`config.mk`:
```
export PLATFORM = sky130hd
export DESIGN_NAME = vram_port_arbiter_flat
export DESIGN_NICKNAME = d
export VERILOG_FILES = /design/src/rtl/vram_arb_pkg.sv /design/src/rtl/vram_port_arbiter_if.sv /design/src/rtl/vram_tag_pipe.sv /design/src/rtl/vram_port_arbiter.sv /design/src/flat_wrapper.sv
export SDC_FILE = /design/constraint.sdc
export NUM_CORES = 1
export LEC_CHECK = 0
export CELL_PAD_IN_SITES_DETAIL_PLACEMENT = 1
export CELL_PAD_IN_SITES_GLOBAL_PLACEMENT = 2
export CORE_MARGIN = 1
export CORE_UTILIZATION = 15
export CTS_BUF_LIST = sky130_fd_sc_hd__clkbuf_16
export DETAILED_ROUTE_END_ITERATION = 10
export HOLD_SLACK_MARGIN = 0.12
export PLACE_DENSITY_LB_ADDON = 0.1
export REMOVE_ABC_BUFFERS = 1
export SLEW_MARGIN = 20
export SYNTH_ARGS = -nofsm -noshare
export SYNTH_HDL_FRONTEND = slang
export SYNTH_SLANG_ARGS = --single-unit
```
`constraint.sdc`:
```
create_clock -name clk_pixel -period 6.6 [get_ports clk_pixel]
set_clock_uncertainty 0.15 [all_clocks]
set_input_delay 1.98 -clock clk_pixel [delete_from_list [all_inputs] [get_ports clk_pixel]]
set_output_delay 1.98 -clock clk_pixel [all_outputs]
set_load 0.03 [all_outputs]
```
`src/rtl/vram_arb_pkg.sv`:
```
// Shared types and constants for the VRAM port-2 arbiter: request tags and parameter ranges.
package vram_arb_pkg;

    localparam int unsigned ADDR_W = 16;
    localparam int unsigned DATA_W = 8;
    localparam int unsigned WAIT_W = 8;
    localparam int unsigned STAT_W = 16;

    localparam int unsigned RD_LATENCY_MIN   = 1;
    localparam int unsigned RD_LATENCY_MAX   = 4;
    localparam int unsigned DMA_MAX_WAIT_MIN = 2;
    localparam int unsigned DMA_MAX_WAIT_MAX = 255;

    typedef enum logic [1:0] {
        TAG_NONE = 2'd0,
        TAG_VID  = 2'd1,
        TAG_SPR  = 2'd2,
        TAG_DMA  = 2'd3
    } tag_t;

endpackage

```
`src/rtl/vram_port_arbiter_if.sv`:
```
// Requester and memory-port bundle for vram_port_arbiter; slave = arbiter side, master = requesters/memory.
interface vram_port_arbiter_if;
    import vram_arb_pkg::*;

    logic              vid_req;
    logic [ADDR_W-1:0] vid_addr;
    logic              spr_req;
    logic [ADDR_W-1:0] spr_addr;
    logic              spr_gnt;
    logic              dma_req;
    logic [ADDR_W-1:0] dma_addr;
    logic              dma_gnt;
    logic              mem_en;
    logic [ADDR_W-1:0] mem_addr;
    logic [DATA_W-1:0] mem_din;
    logic [DATA_W-1:0] rd_data;
    logic              vid_valid;
    logic              spr_valid;
    logic              dma_valid;
    logic [STAT_W-1:0] stat_spr_stalls;
    logic [STAT_W-1:0] stat_dma_stalls;

    modport slave (
        input  vid_req, vid_addr, spr_req, spr_addr, dma_req, dma_addr, mem_din,
        output spr_gnt, dma_gnt, mem_en, mem_addr, rd_data,
               vid_valid, spr_valid, dma_valid, stat_spr_stalls, stat_dma_stalls
    );

    modport master (
        output vid_req, vid_addr, spr_req, spr_addr, dma_req, dma_addr, mem_din,
        input  spr_gnt, dma_gnt, mem_en, mem_addr, rd_data,
               vid_valid, spr_valid, dma_valid, stat_spr_stalls, stat_dma_stalls
    );

endinterface

```
`src/rtl/vram_tag_pipe.sv`:
```
// Tag shift register matching the memory read latency; last stage decodes to one-hot valids.
module vram_tag_pipe
    import vram_arb_pkg::*;
#(
    parameter int unsigned DEPTH = 1
) (
    input  logic clk,
    input  logic rst,
    input  tag_t tag_in,
    output logic vid_valid,
    output logic spr_valid,
    output logic dma_valid
);

    tag_t tag_q [DEPTH];
    tag_t tag_d [DEPTH];

    always_comb begin
        tag_d[0] = tag_in;
        for (int i = 1; i < int'(DEPTH); i++) begin
            tag_d[i] = tag_q[i-1];
        end
    end

    // Async clear drops anything in flight so no stale valid follows a reset.
    always_ff @(posedge clk or posedge rst) begin
        if (rst) begin
            for (int i = 0; i < int'(DEPTH); i++) begin
                tag_q[i] <= TAG_NONE;
            end
        end else begin
            for (int i = 0; i < int'(DEPTH); i++) begin
                tag_q[i] <= tag_d[i];
            end
        end
    end

    assign vid_valid = (tag_q[DEPTH-1] == TAG_VID);
    assign spr_valid = (tag_q[DEPTH-1] == TAG_SPR);
    assign dma_valid = (tag_q[DEPTH-1] == TAG_DMA);

endmodule

```
`src/rtl/vram_port_arbiter.sv`:
```
// Read-port arbiter: video > starved DMA > sprite > DMA, tagged data return after RD_LATENCY.
// Optional stall counters built when VRAM_ARB_STATS_EN is defined.
module vram_port_arbiter
    import vram_arb_pkg::*;
#(
    parameter int unsigned RD_LATENCY   = 1,
    parameter int unsigned DMA_MAX_WAIT = 8
) (
    input  logic                 clk_pixel,
    input  logic                 reset,
    vram_port_arbiter_if.slave   bus
);

    if (RD_LATENCY < RD_LATENCY_MIN || RD_LATENCY > RD_LATENCY_MAX) begin : g_bad_latency
        $error("vram_port_arbiter: RD_LATENCY out of range");
    end
    if (DMA_MAX_WAIT < DMA_MAX_WAIT_MIN || DMA_MAX_WAIT > DMA_MAX_WAIT_MAX) begin : g_bad_wait
        $error("vram_port_arbiter: DMA_MAX_WAIT out of range");
    end

    tag_t              grant_tag_c;
    logic              spr_gnt_c;
    logic              dma_gnt_c;
    logic [ADDR_W-1:0] mem_addr_c;
    logic              dma_starved_c;
    logic [WAIT_W-1:0] dma_wait_q;
    logic [WAIT_W-1:0] dma_wait_d;

    assign dma_starved_c = (dma_wait_q == WAIT_W'(DMA_MAX_WAIT));

    // Fixed-priority grant; a starved DMA jumps ahead of sprite but never video.
    always_comb begin
        grant_tag_c = TAG_NONE;
        spr_gnt_c   = 1'b0;
        dma_gnt_c   = 1'b0;
        mem_addr_c  = '0;
        if (bus.vid_req) begin
            grant_tag_c = TAG_VID;
            mem_addr_c  = bus.vid_addr;
        end else if (bus.dma_req && dma_starved_c) begin
            grant_tag_c = TAG_DMA;
            dma_gnt_c   = 1'b1;
            mem_addr_c  = bus.dma_addr;
        end else if (bus.spr_req) begin
            grant_tag_c = TAG_SPR;
            spr_gnt_c   = 1'b1;
            mem_addr_c  = bus.spr_addr;
        end else if (bus.dma_req) begin
            grant_tag_c = TAG_DMA;
            dma_gnt_c   = 1'b1;
            mem_addr_c  = bus.dma_addr;
        end
    end

    assign bus.spr_gnt  = spr_gnt_c;
    assign bus.dma_gnt  = dma_gnt_c;
    assign bus.mem_en   = (grant_tag_c != TAG_NONE);
    assign bus.mem_addr = mem_addr_c;
    assign bus.rd_data  = bus.mem_din;

    always_comb begin
        dma_wait_d = dma_wait_q;
        if (!bus.dma_req || dma_gnt_c) begin
            dma_wait_d = '0;
        end else if (!dma_starved_c) begin
            dma_wait_d = dma_wait_q + WAIT_W'(1);
        end
    end

    always_ff @(posedge clk_pixel or posedge reset) begin
        if (reset) begin
            dma_wait_q <= '0;
        end else begin
            dma_wait_q <= dma_wait_d;
        end
    end

    vram_tag_pipe #(
        .DEPTH (RD_LATENCY)
    ) u_tag_pipe (
        .clk       (clk_pixel),
        .rst       (reset),
        .tag_in    (grant_tag_c),
        .vid_valid (bus.vid_valid),
        .spr_valid (bus.spr_valid),
        .dma_valid (bus.dma_valid)
    );

`ifdef VRAM_ARB_STATS_EN
    logic [STAT_W-1:0] spr_stalls_q;
    logic [STAT_W-1:0] spr_stalls_d;
    logic [STAT_W-1:0] dma_stalls_q;
    logic [STAT_W-1:0] dma_stalls_d;

    // Saturating stall counters, cleared only by reset.
    always_comb begin
        spr_stalls_d = spr_stalls_q;
        dma_stalls_d = dma_stalls_q;
        if (bus.spr_req && !spr_gnt_c && (spr_stalls_q != '1)) begin
            spr_stalls_d = spr_stalls_q + STAT_W'(1);
        end
        if (bus.dma_req && !dma_gnt_c && (dma_stalls_q != '1)) begin
            dma_stalls_d = dma_stalls_q + STAT_W'(1);
        end
    end

    always_ff @(posedge clk_pixel or posedge reset) begin
        if (reset) begin
            spr_stalls_q <= '0;
            dma_stalls_q <= '0;
        end else begin
            spr_stalls_q <= spr_stalls_d;
            dma_stalls_q <= dma_stalls_d;
        end
    end

    assign bus.stat_spr_stalls = spr_stalls_q;
    assign bus.stat_dma_stalls = dma_stalls_q;
`else
    assign bus.stat_spr_stalls = '0;
    assign bus.stat_dma_stalls = '0;
`endif

endmodule

```
`src/flat_wrapper.sv`:
```
// flat-port wrapper written by rule: the top's interface ports become plain ports
module vram_port_arbiter_flat import vram_arb_pkg::*;
#(
    parameter int unsigned RD_LATENCY   = 1,
    parameter int unsigned DMA_MAX_WAIT = 8
)
  (clk_pixel, reset, bus_vid_req, bus_vid_addr, bus_spr_req, bus_spr_addr, bus_dma_req, bus_dma_addr, bus_mem_din, bus_spr_gnt, bus_dma_gnt, bus_mem_en, bus_mem_addr, bus_rd_data, bus_vid_valid, bus_spr_valid, bus_dma_valid, bus_stat_spr_stalls, bus_stat_dma_stalls);
  vram_port_arbiter_if bus_i ();
  input  logic clk_pixel;
  input  logic reset;
  input wire logic [$bits(bus_i.vid_req)-1:0] bus_vid_req;
  input wire logic [$bits(bus_i.vid_addr)-1:0] bus_vid_addr;
  input wire logic [$bits(bus_i.spr_req)-1:0] bus_spr_req;
  input wire logic [$bits(bus_i.spr_addr)-1:0] bus_spr_addr;
  input wire logic [$bits(bus_i.dma_req)-1:0] bus_dma_req;
  input wire logic [$bits(bus_i.dma_addr)-1:0] bus_dma_addr;
  input wire logic [$bits(bus_i.mem_din)-1:0] bus_mem_din;
  output wire logic [$bits(bus_i.spr_gnt)-1:0] bus_spr_gnt;
  output wire logic [$bits(bus_i.dma_gnt)-1:0] bus_dma_gnt;
  output wire logic [$bits(bus_i.mem_en)-1:0] bus_mem_en;
  output wire logic [$bits(bus_i.mem_addr)-1:0] bus_mem_addr;
  output wire logic [$bits(bus_i.rd_data)-1:0] bus_rd_data;
  output wire logic [$bits(bus_i.vid_valid)-1:0] bus_vid_valid;
  output wire logic [$bits(bus_i.spr_valid)-1:0] bus_spr_valid;
  output wire logic [$bits(bus_i.dma_valid)-1:0] bus_dma_valid;
  output wire logic [$bits(bus_i.stat_spr_stalls)-1:0] bus_stat_spr_stalls;
  output wire logic [$bits(bus_i.stat_dma_stalls)-1:0] bus_stat_dma_stalls;
  assign bus_i.vid_req = bus_vid_req;
  assign bus_i.vid_addr = bus_vid_addr;
  assign bus_i.spr_req = bus_spr_req;
  assign bus_i.spr_addr = bus_spr_addr;
  assign bus_i.dma_req = bus_dma_req;
  assign bus_i.dma_addr = bus_dma_addr;
  assign bus_i.mem_din = bus_mem_din;
  assign bus_spr_gnt = bus_i.spr_gnt;
  assign bus_dma_gnt = bus_i.dma_gnt;
  assign bus_mem_en = bus_i.mem_en;
  assign bus_mem_addr = bus_i.mem_addr;
  assign bus_rd_data = bus_i.rd_data;
  assign bus_vid_valid = bus_i.vid_valid;
  assign bus_spr_valid = bus_i.spr_valid;
  assign bus_dma_valid = bus_i.dma_valid;
  assign bus_stat_spr_stalls = bus_i.stat_spr_stalls;
  assign bus_stat_dma_stalls = bus_i.stat_dma_stalls;
  vram_port_arbiter #(.RD_LATENCY(RD_LATENCY), .DMA_MAX_WAIT(DMA_MAX_WAIT)) u_core (.clk_pixel(clk_pixel), .reset(reset), .bus(bus_i));
endmodule
```
# Word-level counts from Yosys, hierarchy flattened
# Index checks and enable logic that the tools add are counted.
# totals
register_bits	10
output_inout_bits	62
wordCells	29
# classes
addsub	1
eq_ne	5
mux	17
reduce_logical	4
# op_table
operator	count
16-bit 2-to-1 mux	4
8-bit 2-to-1 mux	2
8-bit by 1-bit adder with 8-bit output (second input constant)	1
8-bit by 4-bit == test with 1-bit output (second input constant)	1
2-bit 2-to-1 mux	4
1-bit 2-to-1 mux	7
2-bit == test (second input constant)	2
2-bit by 1-bit == test with 1-bit output (second input constant)	1
2-bit inequality test (second input constant)	1
2-bit nonzero test	1
1-bit logical AND	1
1-bit zero test	1
1-bit logical OR	1

# Depth between registers and ports, before layout
# logic_depth
word_depth	6
ltp_mapped	7
ltp_nobuf	5

# Modules after synthesis
# From an unflattened synthesis, not the netlist that was laid out.
# unflattened
cells_unflattened	143
hier_area_um2	1323.8
# modules_own_cells
mod	instances	cells_per_inst	area_each_um2	seq_area_each_um2
vram_port_arbiter	1	137	1247.4	200.2
vram_tag_pipe	1	6	76.3	50.0

# Least setup slack after synthesis
# OpenSTA, ideal clock, no wires.
# synth_path
path_type	input-to-output
startpoint	in bus_vid_req
endpoint	out bus_mem_addr[0]
t_arrival_ns	3.259
required_ns	4.470
setup_slack_ns	1.211
path_stages	4
path_buffers	2
cell_sequence	clkbuf_1 -> clkbuf_1 -> mux2i_1 -> o2bb2ai_1
# synth_between
elab_chain_cells	1
# synth_lines
element	line	rtl
start: declaration	flat_wrapper.sv:11	input wire logic [$bits(bus_i.vid_req)-1:0] bus_vid_req;
16-bit 2-to-1 mux	vram_port_arbiter.sv:37	if (bus.vid_req) begin
end: declaration	flat_wrapper.sv:21	output wire logic [$bits(bus_i.mem_addr)-1:0] bus_mem_addr;
# No other way between the ends.

# Final worst setup path
# layout_path
startpoint	in bus_dma_req
endpoint	out bus_mem_addr[0]
# layout_between
elab_chain_cells	4
word_cells_on_any_way	5
cone_classes	mux: 4; reduce/logical: 1
# layout_lines
element	line	rtl
start: declaration	flat_wrapper.sv:15	input wire logic [$bits(bus_i.dma_req)-1:0] bus_dma_req;
16-bit 2-to-1 mux	vram_port_arbiter.sv:48	end else if (bus.dma_req) begin
16-bit 2-to-1 mux	vram_port_arbiter.sv:44	end else if (bus.spr_req) begin
16-bit 2-to-1 mux *	vram_port_arbiter.sv:40	end else if (bus.dma_req && dma_starved_c) begin
16-bit 2-to-1 mux *	vram_port_arbiter.sv:37	
# Mark *: on every way between the ends. The rest lies on a longest branch, timed or not.

==> results.md <==
- Status: completed
- Min cycle time layout: 6.49 ns
- CTS Sinks: 10
- Hold crit path type: reg -> reg
- Worst R2R Setup Slack: 4.55 ns
- Sequential area share after synthesis: 0.204
- Setup crit end kind: output pin
- Vias/cell: 3.94
- CP required: 4.47 ns
- Finish-stage setup viols: 0
- Fmax: 0.154 GHz
- Overall via count from detail_route: 1212
- Remaining antenna violation count after routing: 0
- TritonRoute pass-1 iters: 3
- Largest family of logic cells by synthesized area: buffers and inverters
- Async S/R FF share, synth: 1.00
- Per-cell routed wire length: 13.5 um
- Worst setup path startpoint: bus_dma_req
- Core Region: 0.00781 mm2
- R2r worst-path depth: 5
- Cts-stage hold buffer count: 0
- Die Y: 92.5 um
- Ant. Diodes: 0
- Compound-gate portion of the synthesized area: 0.193
- Layout cells sized above 1: 0.0680
- Setup TNS: 0 ns
- Yosys cell types: 30
- CTS clk-pin slew, worst paths: 0.04 ns
- Nets: 271
- CTS Buf Count: 3
- Worst-path maximum fanout: 17
- Maximum number of pins on one net before global-route repair: 22
- Row cnt: 32
- Clk root buf: clkbuf_16
- Die ar.: 0.00855 mm2
- Mux contribution to synthesized area: 0.130
- Worst Setup EP: bus_mem_addr[0]
- Mean post-synth cell area: 8.77 um2
- Fin crit share: 0.984
- Dpl hpwl: 3420 um
- Final hold viol count: 0
- Routability Congestion: 0.707
- MaxCap Viol Count: 0
- Post-Route WL: 4150 um
- CP Data Arrival Time: 4.36 ns
- Synthesized area: 0.00123 mm2
- Total gr overflow: 0
- WS Path Type: in -> out
- RR Endpoint: u_core.u_tag_pipe.tag_q[0]$_DFF_PP0_
- Peak VDD IR: 0.0582 mV
- CTS tree: built
- #FFs+latches synth: 10
- Syn Inst Count: 140
- Drt drc: 0
- Commonest non-fill, non-tap cell in the layout: clkdlybuf4s50_1
- IO Port Bufs: 74
- Worst r2r src: u_core.dma_wait_q[0]$_DFFE_PP0P_
- Ys Warns: 0
- Number of synthesized flops with an enable pin: 0
- Power Dens Cells: 156 mW/mm2
- Global-route wire length before repair: 6780 um
- Cell Count Post-Placement: 305
- RSZ-0062 raised after global routing: false
- Vias in the first global route: 1407
- Htree depth: 1
- Final Non-Filler Cells: 308
- DRT iter0 DRCs: 4
- Lkg Pwr: 0.810 nW
- Max Buffers Root-to-Sink: 2
- Synth Area in Adders: 0.0204
- Most frequent cells in the layout: clkdlybuf4s50_1, conb_1, mux2i_1, o2bb2ai_1, dfrtp_1
- Initial antenna violation count: 0
- Total track usage: 0.103
- Main synth FF type: dfrtp_1
- Startpoint Class: primary input
- Initial Util: 0.157
- Post-Synth Simple-Gate Area: 0.130
- Post-route core utilization: 0.254
- FILL cells: 917
- Worst-Margin Slew: 0.793 ns
- Post-Synth XOR/XNOR Area: 0.0214
- Final Max Slew Viols: 0
- Area Overhead vs Synth: 61.4%
- Horiz. Die Dim: 92.5 um
- Slew margin rel.: 0.469
- I/O Pins: 123
- Later-pin clock latency in the skew report: 0.24 ns
logic make-up after synthesis:
group	count (synthesis)
other	1
XOR/XNOR	3
multiplexers	16
adder cells (fa/ha/maj)	2
buffers and inverters	53
AO/OA/AOI/OAI	30
AND/OR/NAND/NOR	25
flip-flops	10
report_power, final:
group / internal (mW) / switching (mW) / leakage (nW)
Combinational: 0.0595 / 0.0781 / 0.639
Clock: 0.0784 / 0.0269 / 0.0370
Sequential: 0.0635 / 0.00197 / 0.133
Total: 0.202 / 0.107 / 0.810
timing repair:
action,in CTS,in global routing
endpoints found under the hold margin,0,0
endpoints found under the setup margin,15,0
setup buffers,0,0
resized for setup,2,0
Yosys cell counts, drive strengths merged, types with 3 or more instances:
cell type  number  area [um2]
buf            43         328
clkbuf          3        11.3
dfrtp          10         250
inv             7        26.3
mux2i          16         160
nand2           3        11.3
nand3           3        15.0
nand4           3        18.8
nor2            5        18.8
nor2b           3        18.8
o21ai           6        30.0
o2bb2ai        16         140
or3             3        18.8
flip-flops by register name, summed over array words and instances (netlist names):
register and cells:
u_core.dma_wait_q 8, u_core.u_tag_pipe.tag_q 2
per-stage QoR:
stage | power (mW) | setup WS [ns] | hold slack, ns | cell area, um2
final | 0.308 | 0.108 | 0.419 | 1980
after global routing | 0.324 | 0.00346 | 0.470 | 1980
after CTS | 0.314 | 0.0859 | 0.427 | 1980
after detailed placement | 0.204 | -0.124 | 0.423 | 1900
after global placement | 0.203 | -0.0311 | 0.399 | 1900
after floorplan | 0.137 | 1.21 | 0.359 | 1000
routing by layer:
metal  GRT usage  vias to the layer above  routed length (um)
li1            -                      559                   -
met5           0                        -                   0
met3      0.0624                        5                 623
met4      0.0391                        0                  70
met2       0.174                       88                1870
met1       0.102                      560                1590
area by class of cell:
| type | instances | area, um2 | share of cell area |
|---|---|---|---|
| Clock buffer | 3 | 75.1 | 0.0379 |
| Inverter | 7 | 26.3 | 0.0133 |
| Multi-Input combinational cell | 108 | 736 | 0.371 |
| Sequential cell | 10 | 250 | 0.126 |
| Tap cell | 102 | 128 | 0.0644 |
| Timing Repair Buffer | 78 | 766 | 0.387 |
worst min-delay path by stage:
stage	cells past startpoint	start	to	slack, ns
floorplan	1	u_core.dma_wait_q[0]$_DFFE_PP0P_	u_core.dma_wait_q[0]$_DFFE_PP0P_	0.36
global placement	1	u_core.dma_wait_q[0]$_DFFE_PP0P_	u_core.dma_wait_q[0]$_DFFE_PP0P_	0.40
detailed placement	1	u_core.dma_wait_q[0]$_DFFE_PP0P_	u_core.dma_wait_q[0]$_DFFE_PP0P_	0.42
CTS	1	u_core.dma_wait_q[0]$_DFFE_PP0P_	u_core.dma_wait_q[0]$_DFFE_PP0P_	0.43
global route	1	u_core.dma_wait_q[0]$_DFFE_PP0P_	u_core.dma_wait_q[0]$_DFFE_PP0P_	0.47
finish	1	u_core.dma_wait_q[0]$_DFFE_PP0P_	u_core.dma_wait_q[0]$_DFFE_PP0P_	0.42
worst max-delay path, cell delays in order:
cell,delay (ns)
clkdlybuf4s50_1,0.54
buf_4,0.14
or4b_4,0.46
o211a_2,0.41
o2bb2ai_1,0.17
clkdlybuf4s50_1,0.64
(Power assumes the default switching activity.)
